### src/rtl/sdram_cmd_resp.sv
// Device-side SDR SDRAM command responder: decodes the command bus, tracks init/mode/bank state
// and command spacing, and flags protocol/timing violations. Optional: SDRAM_RESP_REFWDOG_EN.
module sdram_cmd_resp #(
  parameter int INIT_CYC = 20000,
  parameter int tRP      = 3,
  parameter int tRFC     = 7,
  parameter int tMRD     = 2,
  parameter int tRCD     = 3,
  parameter int REF_MIN  = 2,
  parameter int REF_MAX  = 782
) (
  input  logic        clk,
  input  logic        rst_n,
  input  logic        sdr_cke,
  input  logic        sdr_csn,
  input  logic        sdr_rasn,
  input  logic        sdr_casn,
  input  logic        sdr_wen,
  input  logic [10:0] sdr_addr,
  input  logic [1:0]  sdr_ba,
  output logic        cmd_valid,
  output logic [3:0]  cmd_code,
  output logic        init_ok,
  output logic [10:0] mode_reg,
  output logic [3:0]  bank_open,
  output logic [15:0] refresh_cnt,
  output logic        err_seq,
  output logic        err_timing,
  output logic        err_refresh,
  output logic        err_sticky,
  output logic [2:0]  first_err
);

  localparam int BUSY_MAX = (tRFC > tRP) ? ((tRFC > tMRD) ? tRFC : tMRD)
                                         : ((tRP > tMRD) ? tRP : tMRD);
  localparam int BUSY_W = $clog2(BUSY_MAX + 1);
  localparam int INIT_W = $clog2(INIT_CYC + 1);
  localparam int RCD_W  = $clog2(tRCD + 1);
  localparam int REFC_W = $clog2(REF_MIN + 1);

  localparam logic [INIT_W-1:0] INIT_LAST = INIT_W'(INIT_CYC - 1);
  localparam logic [BUSY_W-1:0] RP_LOAD   = BUSY_W'(tRP - 1);
  localparam logic [BUSY_W-1:0] RFC_LOAD  = BUSY_W'(tRFC - 1);
  localparam logic [BUSY_W-1:0] MRD_LOAD  = BUSY_W'(tMRD - 1);
  localparam logic [RCD_W-1:0]  RCD_LOAD  = RCD_W'(tRCD - 1);
  localparam logic [REFC_W-1:0] REF_LAST  = REFC_W'(REF_MIN - 1);

  localparam logic [3:0] CMD_NOP   = 4'b0111;
  localparam logic [3:0] CMD_ACT   = 4'b0011;
  localparam logic [3:0] CMD_READ  = 4'b0101;
  localparam logic [3:0] CMD_WRITE = 4'b0100;
  localparam logic [3:0] CMD_PRE   = 4'b0010;
  localparam logic [3:0] CMD_REF   = 4'b0001;
  localparam logic [3:0] CMD_MRS   = 4'b0000;
  localparam logic [3:0] CMD_DESEL = 4'b1111;

  localparam logic [2:0] E_NONE  = 3'd0;
  localparam logic [2:0] E_PWR   = 3'd1;
  localparam logic [2:0] E_ORDER = 3'd2;
  localparam logic [2:0] E_BANK  = 3'd3;
  localparam logic [2:0] E_BUSY  = 3'd4;
  localparam logic [2:0] E_RCD   = 3'd5;
  localparam logic [2:0] E_REFWD = 3'd6;

  typedef enum logic [2:0] {
    ST_POWERUP  = 3'd0,
    ST_WAIT_PRE = 3'd1,
    ST_WAIT_REF = 3'd2,
    ST_WAIT_MRS = 3'd3,
    ST_READY    = 3'd4
  } state_t;

  logic [3:0]              cmd_q, cmd_d;
  logic [10:0]             addr_q, addr_d;
  logic [1:0]              ba_q, ba_d;
  state_t                  state_q, state_d;
  logic [INIT_W-1:0]       init_cnt_q, init_cnt_d;
  logic [REFC_W-1:0]       ref_seen_q, ref_seen_d;
  logic [BUSY_W-1:0]       busy_q, busy_d, busy_dec;
  logic [3:0][RCD_W-1:0]   rcd_q, rcd_d;
  logic [3:0]              bank_q, bank_d;
  logic [10:0]             mode_q, mode_d;
  logic [15:0]             refresh_q, refresh_d;
  logic                    init_ok_q, init_ok_d;
  logic                    cmd_valid_q, cmd_valid_d;
  logic [3:0]              cmd_code_q, cmd_code_d;
  logic                    err_seq_q, err_seq_d;
  logic                    err_timing_q, err_timing_d;
  logic                    err_refresh_q, err_refresh_d;
  logic                    err_sticky_q, err_sticky_d;
  logic [2:0]              first_err_q, first_err_d;

  logic       is_valid, is_act, is_rw, is_pre, is_ref, is_mrs;
  logic       seq_err, tim_err, wd_trip, any_err;
  logic [2:0] seq_code, tim_code, err_code;

  // A deselected clock-enable cycle looks exactly like DESEL to the rest of the logic.
  always_comb begin
    if (sdr_cke) begin
      cmd_d = {sdr_csn, sdr_rasn, sdr_casn, sdr_wen};
    end else begin
      cmd_d = CMD_DESEL;
    end
    addr_d = sdr_addr;
    ba_d   = sdr_ba;
  end

  always_comb begin
    is_valid = !cmd_q[3] && (cmd_q != CMD_NOP);
    is_act   = (cmd_q == CMD_ACT);
    is_rw    = (cmd_q == CMD_READ) || (cmd_q == CMD_WRITE);
    is_pre   = (cmd_q == CMD_PRE);
    is_ref   = (cmd_q == CMD_REF);
    is_mrs   = (cmd_q == CMD_MRS);
  end

  always_comb begin
    state_d    = state_q;
    init_cnt_d = init_cnt_q;
    ref_seen_d = ref_seen_q;
    init_ok_d  = init_ok_q;
    bank_d     = bank_q;
    mode_d     = mode_q;
    refresh_d  = refresh_q;
    seq_err    = 1'b0;
    seq_code   = E_NONE;
    tim_err    = 1'b0;
    tim_code   = E_NONE;
    if (busy_q != BUSY_W'(0)) begin
      busy_dec = busy_q - BUSY_W'(1);
    end else begin
      busy_dec = busy_q;
    end
    busy_d = busy_dec;
    for (int b = 0; b < 4; b++) begin
      if (rcd_q[b] != RCD_W'(0)) begin
        rcd_d[b] = rcd_q[b] - RCD_W'(1);
      end else begin
        rcd_d[b] = rcd_q[b];
      end
    end

    // Spacing checks are global; the offending command still takes effect below.
    if (is_valid && (busy_q != BUSY_W'(0))) begin
      tim_err  = 1'b1;
      tim_code = E_BUSY;
    end else if (is_rw && (rcd_q[ba_q] != RCD_W'(0))) begin
      tim_err  = 1'b1;
      tim_code = E_RCD;
    end else begin
      tim_err  = 1'b0;
    end

    if (state_q != ST_POWERUP) begin
      if (is_pre) begin
        busy_d = RP_LOAD;
      end else if (is_ref) begin
        busy_d = RFC_LOAD;
        if (refresh_q != 16'hFFFF) begin
          refresh_d = refresh_q + 16'd1;
        end else begin
          refresh_d = refresh_q;
        end
      end else if (is_mrs) begin
        busy_d = MRD_LOAD;
        mode_d = addr_q;
      end else begin
        busy_d = busy_dec;
      end
    end else begin
      busy_d = busy_dec;
    end

    case (state_q)
      ST_POWERUP: begin
        if (init_cnt_q == INIT_LAST) begin
          state_d = ST_WAIT_PRE;
        end else begin
          init_cnt_d = init_cnt_q + INIT_W'(1);
        end
        if (is_valid) begin
          seq_err  = 1'b1;
          seq_code = E_PWR;
        end else begin
          seq_err  = 1'b0;
        end
      end
      ST_WAIT_PRE: begin
        if (is_pre && addr_q[10]) begin
          state_d = ST_WAIT_REF;
        end else if (is_valid) begin
          seq_err  = 1'b1;
          seq_code = E_ORDER;
        end else begin
          state_d = ST_WAIT_PRE;
        end
      end
      ST_WAIT_REF: begin
        if (is_ref) begin
          if (ref_seen_q == REF_LAST) begin
            state_d = ST_WAIT_MRS;
          end else begin
            ref_seen_d = ref_seen_q + REFC_W'(1);
          end
        end else if (is_valid) begin
          seq_err  = 1'b1;
          seq_code = E_ORDER;
        end else begin
          state_d = ST_WAIT_REF;
        end
      end
      ST_WAIT_MRS: begin
        if (is_mrs) begin
          state_d   = ST_READY;
          init_ok_d = 1'b1;
        end else if (is_valid) begin
          seq_err  = 1'b1;
          seq_code = E_ORDER;
        end else begin
          state_d = ST_WAIT_MRS;
        end
      end
      ST_READY: begin
        if (is_act) begin
          if (bank_q[ba_q]) begin
            seq_err  = 1'b1;
            seq_code = E_BANK;
          end else begin
            seq_err  = 1'b0;
          end
          bank_d[ba_q] = 1'b1;
          rcd_d[ba_q]  = RCD_LOAD;
        end else if (is_rw) begin
          if (!bank_q[ba_q]) begin
            seq_err  = 1'b1;
            seq_code = E_BANK;
          end else begin
            seq_err  = 1'b0;
          end
        end else if (is_pre) begin
          if (addr_q[10]) begin
            bank_d = 4'b0000;
          end else begin
            bank_d[ba_q] = 1'b0;
          end
        end else if (is_ref || is_mrs) begin
          if (|bank_q) begin
            seq_err  = 1'b1;
            seq_code = E_BANK;
          end else begin
            seq_err  = 1'b0;
          end
        end else begin
          bank_d = bank_q;
        end
      end
      default: begin
        state_d = ST_POWERUP;
      end
    endcase
  end

`ifdef SDRAM_RESP_REFWDOG_EN
  localparam logic [15:0] REF_MAX_W = 16'(REF_MAX);
  logic [15:0] wdog_q, wdog_d;

  always_comb begin
    if ((state_q == ST_READY) && !is_ref) begin
      if (wdog_q != 16'hFFFF) begin
        wdog_d = wdog_q + 16'd1;
      end else begin
        wdog_d = wdog_q;
      end
    end else begin
      wdog_d = 16'h0000;
    end
    wd_trip       = (state_q == ST_READY) && (wdog_d > REF_MAX_W);
    err_refresh_d = err_refresh_q | wd_trip;
  end

  always_ff @(posedge clk or negedge rst_n) begin
    if (!rst_n) begin
      wdog_q <= 16'h0000;
    end else begin
      wdog_q <= wdog_d;
    end
  end
`else
  logic ref_max_unused;
  assign ref_max_unused = (REF_MAX > 0);
  assign wd_trip        = 1'b0;
  assign err_refresh_d  = 1'b0;
`endif

  // Sequence errors outrank timing errors when both hit the same command.
  always_comb begin
    any_err = seq_err | tim_err | wd_trip;
    if (seq_err) begin
      err_code = seq_code;
    end else if (tim_err) begin
      err_code = tim_code;
    end else if (wd_trip) begin
      err_code = E_REFWD;
    end else begin
      err_code = E_NONE;
    end
    if (!err_sticky_q && any_err) begin
      first_err_d = err_code;
    end else begin
      first_err_d = first_err_q;
    end
    err_sticky_d = err_sticky_q | any_err;
    err_seq_d    = seq_err;
    err_timing_d = tim_err;
    cmd_valid_d  = is_valid;
    if (is_valid) begin
      cmd_code_d = cmd_q;
    end else begin
      cmd_code_d = cmd_code_q;
    end
  end

  always_ff @(posedge clk or negedge rst_n) begin
    if (!rst_n) begin
      cmd_q         <= CMD_DESEL;
      addr_q        <= 11'h000;
      ba_q          <= 2'd0;
      state_q       <= ST_POWERUP;
      init_cnt_q    <= {INIT_W{1'b0}};
      ref_seen_q    <= {REFC_W{1'b0}};
      busy_q        <= {BUSY_W{1'b0}};
      rcd_q         <= {(4 * RCD_W){1'b0}};
      bank_q        <= 4'b0000;
      mode_q        <= 11'h000;
      refresh_q     <= 16'h0000;
      init_ok_q     <= 1'b0;
      cmd_valid_q   <= 1'b0;
      cmd_code_q    <= 4'b0000;
      err_seq_q     <= 1'b0;
      err_timing_q  <= 1'b0;
      err_refresh_q <= 1'b0;
      err_sticky_q  <= 1'b0;
      first_err_q   <= 3'd0;
    end else begin
      cmd_q         <= cmd_d;
      addr_q        <= addr_d;
      ba_q          <= ba_d;
      state_q       <= state_d;
      init_cnt_q    <= init_cnt_d;
      ref_seen_q    <= ref_seen_d;
      busy_q        <= busy_d;
      rcd_q         <= rcd_d;
      bank_q        <= bank_d;
      mode_q        <= mode_d;
      refresh_q     <= refresh_d;
      init_ok_q     <= init_ok_d;
      cmd_valid_q   <= cmd_valid_d;
      cmd_code_q    <= cmd_code_d;
      err_seq_q     <= err_seq_d;
      err_timing_q  <= err_timing_d;
      err_refresh_q <= err_refresh_d;
      err_sticky_q  <= err_sticky_d;
      first_err_q   <= first_err_d;
    end
  end

  assign cmd_valid   = cmd_valid_q;
  assign cmd_code    = cmd_code_q;
  assign init_ok     = init_ok_q;
  assign mode_reg    = mode_q;
  assign bank_open   = bank_q;
  assign refresh_cnt = refresh_q;
  assign err_seq     = err_seq_q;
  assign err_timing  = err_timing_q;
  assign err_refresh = err_refresh_q;
  assign err_sticky  = err_sticky_q;
  assign first_err   = first_err_q;

endmodule

### config.mk
export PLATFORM = sky130hd
export DESIGN_NAME = sdram_cmd_resp
export DESIGN_NICKNAME = d
export VERILOG_FILES = /design/src/rtl/sdram_cmd_resp.sv
export SDC_FILE = /design/constraint.sdc
export NUM_CORES = 1
export LEC_CHECK = 0
export CORE_ASPECT_RATIO = 1.4
export CORE_MARGIN = 4
export CORE_UTILIZATION = 55
export CTS_CLUSTER_DIAMETER = 50
export DETAILED_ROUTE_END_ITERATION = 6
export PLACE_DENSITY_LB_ADDON = 0.2
export RECOVER_POWER = 50
export SYNTH_ARGS = -nofsm -noshare
export SYNTH_HDL_FRONTEND = slang
export SYNTH_SLANG_ARGS = --single-unit
### constraint.sdc
create_clock -name clk -period 3.5 [get_ports clk]
set_input_delay 0.875 -clock clk [delete_from_list [all_inputs] [get_ports clk]]
set_output_delay 0.875 -clock clk [all_outputs]
set_load 0.02 [all_outputs]
# Word level (Yosys, flattened, before mapping)
# Index checks and enable logic that the tools add are counted.
totals:
  register_bits: 91
  input_bits: 20
op_classes:
  add_sub_neg: 8
  n_lt_le_gt_ge: 2
  eq_ne: 19
  n_mux: 64
  n_bitwise: 13
  n_reduce_logical: 28
op_table:
  columns: ["operator", "n"]
  rows:
  - ["$mux W3", 20]
  - ["$pmux W3 S5", 2]
  - ["$mux W2", 14]
  - ["$mux W4", 5]
  - ["$add A16 B1 Y16 const B", 1]
  - ["$mux W1", 16]
  - ["$mux W8", 2]
  - ["$ne A16 B16 Y1 const B", 1]
  - ["$add A15 B1 Y15 const B", 1]
  - ["$eq A15 B15 Y1 const B", 1]
  - ["$ne A3 B3 Y1 const B", 4]
  - ["$reduce_bool A2 Y1", 6]
  - ["$and A4 B4 Y4", 2]
  - ["$eq A4 B2 Y1 const B", 2]
  - ["$eq A4 B3 Y1 const B", 2]
  - ["$not A4 Y4", 2]
  - ["$or A4 B4 Y4", 2]
  - ["$reduce_and A4 Y1", 2]
  - ["$sub A2 B1 Y2 const B", 4]
  - ["$eq A3 B2 Y1 const B", 2]
  - ["$logic_and A1 B1 Y1", 6]
  - ["$reduce_and A3 Y1", 2]
  - ["$reduce_and A6 Y1", 1]
  - ["$reduce_bool A3 Y1", 2]
  - ["23 further kinds", 32]

# Logic depth before layout (Yosys ltp)
depth:
  depth_word: 10
  depth_mapped: 7
  mapped_depth_nobuf: 7

# Least setup slack after synthesis
# No wires, ideal clock.
synth_timing:
  kind: "register to register"
  from: "reg init_cnt_q[7]"
  to: "reg init_cnt_q[1]"
  t_arrival_ns: 1.902
  setup_slack_ns: 1.471
  path_stages_with_launch: 5
  path_buffers: 0
  cell_sequence: "dfrtp_1 -> or4b_1 -> or4_4 -> nand2_2 -> mux2_1"
synth_between:
  elab_chain_cells: 3
synth_lines:
  columns: ["item", "line_no", "text"]
  rows:
  - ["start, declared", "77", "logic [INIT_W-1:0] init_cnt_q, init_cnt_d;"]
  - ["start signal, assigned", "329", "init_cnt_q <= {INIT_W{1'b0}};"]
  - ["start signal, assigned", "349", "init_cnt_q <= init_cnt_d;"]
  - ["$eq A15 B15 Y1", "176", "if (init_cnt_q == INIT_LAST) begin"]
  - ["$not A1 Y1 (no source line)", null, null]
  - ["$reduce_and A2 Y1 (no source line)", null, null]
# No other way between the ends.
# A chain may end at the register's enable or synchronous reset.

# Worst setup path after layout
layout_timing:
  from: "reg refresh_q[7] (netlist: refresh_cnt[7])"
  to: "out refresh_cnt[7]"
layout_lines:
  columns: ["item", "line_no", "text"]
  rows:
  - ["start, declared", "83", "logic [15:0] refresh_q, refresh_d;"]
  - ["start signal, assigned", "355", "refresh_q <= refresh_d;"]
  - ["end, declared", "26", "output logic [15:0] refresh_cnt,"]
# No word-level cell between the ends.

==> impl_metrics.env <==
export IMPL_cp_num_buf_inv=1
export IMPL_crit_arrival_ps=1480
export IMPL_synth_seq_cells=91
export IMPL_met3_usage_pct=4.92
export IMPL_cp_top_family="buffers and inverters"
export IMPL_start_util_pct=57.1
export IMPL_die_width_um=80.4
export IMPL_end_kind="output pin"
export IMPL_avgViaCountPerCell=5.41
export IMPL_path_clk_slew_ps=90
export IMPL_grt_pass1_wl_mm=12.9
export IMPL_cellPowerDensity_nw_per_um2=405
export IMPL_fin_crit_ps=2360
export IMPL_cts_htree_levels=3
export IMPL_start_kind="flop"
export IMPL_final_layout_size_suffix_gt1_share_pct=12.3
export IMPL_drtIter0Drc=124
export IMPL_antenna_found_initial=0
export IMPL_clockBufferDepth=2
export IMPL_final_fill_count=541
export IMPL_post_synth_cell_area_avg_sq_um=11.7
export IMPL_dpl_hpwl_mm=5.47
export IMPL_drc_errors=0
export IMPL_syn_to_final_growth_pct=22.1
export IMPL_clkSinkCount=91
export IMPL_synth_cell_types=63
export IMPL_diodes=0
export IMPL_multiInputGateArea_sq_um=1650
export IMPL_synth_seq_area_share_pct=56.5
export IMPL_cts_tree="done"
export IMPL_syn_inst=345
export IMPL_clk_latency_ps=350
export IMPL_die_y_um=109
export IMPL_cp_cell_sequence="clkdlybuf4s50_1"
export IMPL_wire_per_inst_um=15.0
export IMPL_numPortBuffers=62
export IMPL_cts_buffers=9
export IMPL_ys_top_cells_by_area="dfrtp_1, xnor2_1, nor2_1, dfstp_2, mux2_2"
export IMPL_cp_max_fo=7
export IMPL_tightest_slew_ps=1380
export IMPL_synth_largest_area_cell="dfrtp_1"
export IMPL_hold_ws_ps=466
export IMPL_async_reset_ff_share_pct=100
export IMPL_hold_buffers=0
export IMPL_grt_overflow_total=0
export IMPL_routed_wirelength_mm=7.62
export IMPL_grt_max_degree=61
export IMPL_path_class="reg -> out"
export IMPL_ys_warn_count=0
export IMPL_max_clock_freq_mhz=424
export IMPL_busiest_layer="met2"
export IMPL_grtUsageMet2_pct=31.2
export IMPL_place_congestion=0.809
export IMPL_core_sq_um=7070
export IMPL_maxSlewHeadroom_pct=7.83
export IMPL_crit_slowest_cell="clkdlybuf4s50_1"
export IMPL_p_leak_nw=2.22
export IMPL_rsz0062_at_grt="false"
export IMPL_first_pass_iters=4
export IMPL_die_area_sq_um=8800
export IMPL_nNetsFinal=434
export IMPL_fin_util_pct=69.7
export IMPL_post_route_period_util_pct=67.4
export IMPL_placedCellCount=493
export IMPL_finalHoldViolations=0
export IMPL_largest_reg_flops=16
export IMPL_slew_viol_final=0
export IMPL_rows=36
export IMPL_hold_path_class="reg -> reg"
export IMPL_p_total_mw=2.00
export IMPL_skew_ps=14.3
export IMPL_setup_violations=0
export IMPL_fin_cells=509
export IMPL_cts_setup_buffers=0
export IMPL_met1_usage_pct=23.9
export IMPL_syn_area_sq_um=4040
export IMPL_slowest_delay_ps=660
export IMPL_final_antenna_net_count=0
export IMPL_gr_usage_all_layers_pct=18.8
export IMPL_grt_pass1_vias=2785
export IMPL_ys_flop_type="dfrtp_1"
export IMPL_regArea_sq_um=2280
export IMPL_setup_tns_ps=0
export IMPL_post_cts_resized=0
export IMPL_max_vdd_ir_drop_mv=0.229
export IMPL_pin_count=64
export IMPL_status="completed"
export IMPL_cp_data_required_time_ps=2620
export IMPL_synth_top_area_share_pct=53.9
export IMPL_syn_num_nets=370
export IMPL_synth_edf_count=0
export IMPL_cts_root_buffer="clkbuf_8"
export IMPL_vias=2756
export IMPL_cap_violations=0
area by class of cell:
type | count | share of cell area (%)
clock buffers | 10 | 2.59
repair buffers | 64 | 12.6
clock inverters | 6 | 1.93
inverters | 10 | 0.761
multi-input cells | 233 | 33.4
well taps | 95 | 2.41
flip-flops and latches | 91 | 46.3
per-stage QoR:
stage	worst slack (ps)	instance area, sq um
3_5_place_dp	1380	4720
6_report	1140	4930
3_3_place_gp	1420	4720
4_1_cts	1120	4940
5_1_grt	776	4930
2_1_floorplan	1470	4040
synth_stat cells (7+ instances only):
master	count
nand2_1	25
nor3_1	8
mux2_2	9
a21oi_1	8
inv_1	9
xnor2_1	20
nand2b_1	11
nor2_1	33
nor3b_1	7
nand4_1	7
nand3_1	15
xor2_1	11
dfrtp_1	87
final timing paths:
| kind | startpoint | endpoint | slack (ps) | cells past startpoint |
|---|---|---|---|---|
| worst min-delay path | rcd_q[0] | rcd_q[0] | 470 | 1 |
| worst max-delay path | refresh_cnt[7] | refresh_cnt[7] | 1140 | 1 |
| min in group asynchronous | rst_n | rcd_q[1] | 830 | 1 |
| max in group asynchronous | rst_n | rcd_q[3] | 1240 | 2 |
| worst max register to register | cmd_q[2] | mode_reg[5] | 1250 | 4 |
| worst min register to register | rcd_q[0] | rcd_q[0] | 470 | 1 |
cells by family after synthesis:
family,Yosys count,synth area share [%]
fa+ha+maj,5,1.55
mux,19,5.76
simple gates,135,18.9
xor+xnor,31,6.72
other cells,1,0.0928
buf+inv,21,2.76
compound gates,42,7.75
flops,91,56.5
routing by layer:
metal	share of wire (%)	up-vias
met4	1.4	0
met5	0	-
met3	4.6	12
met1	43	1355
met2	51	61
li1	-	1328
report_power, final:
part           internal [mW]  switching (mW)  leakage [nW]  total [mW]
sequential              1.08          0.0219          1.19        1.10
clock                  0.410           0.373         0.105       0.782
combinational         0.0540          0.0620         0.922       0.116
placed cells by master (no fill, tap or decap), drive strengths merged, types with 4 or more instances in the layout:
| master | count |
|---|---|
| a21o | 4 |
| nand2b | 11 |
| nor3b | 7 |
| xor2 | 11 |
| nor3 | 9 |
| a31oi | 6 |
| dfstp | 4 |
| nand3 | 17 |
| clkdlybuf4s50 | 47 |
| mux2 | 14 |
| xnor2 | 20 |
| inv | 12 |
| ha | 5 |
| a21oi | 11 |
| dlygate4sd3 | 14 |
| nand4 | 8 |
| and4 | 4 |
| nand2 | 26 |
| dfrtp | 87 |
| nor2 | 33 |
| clkbuf | 13 |
Power figures use the tool's default switching activity.
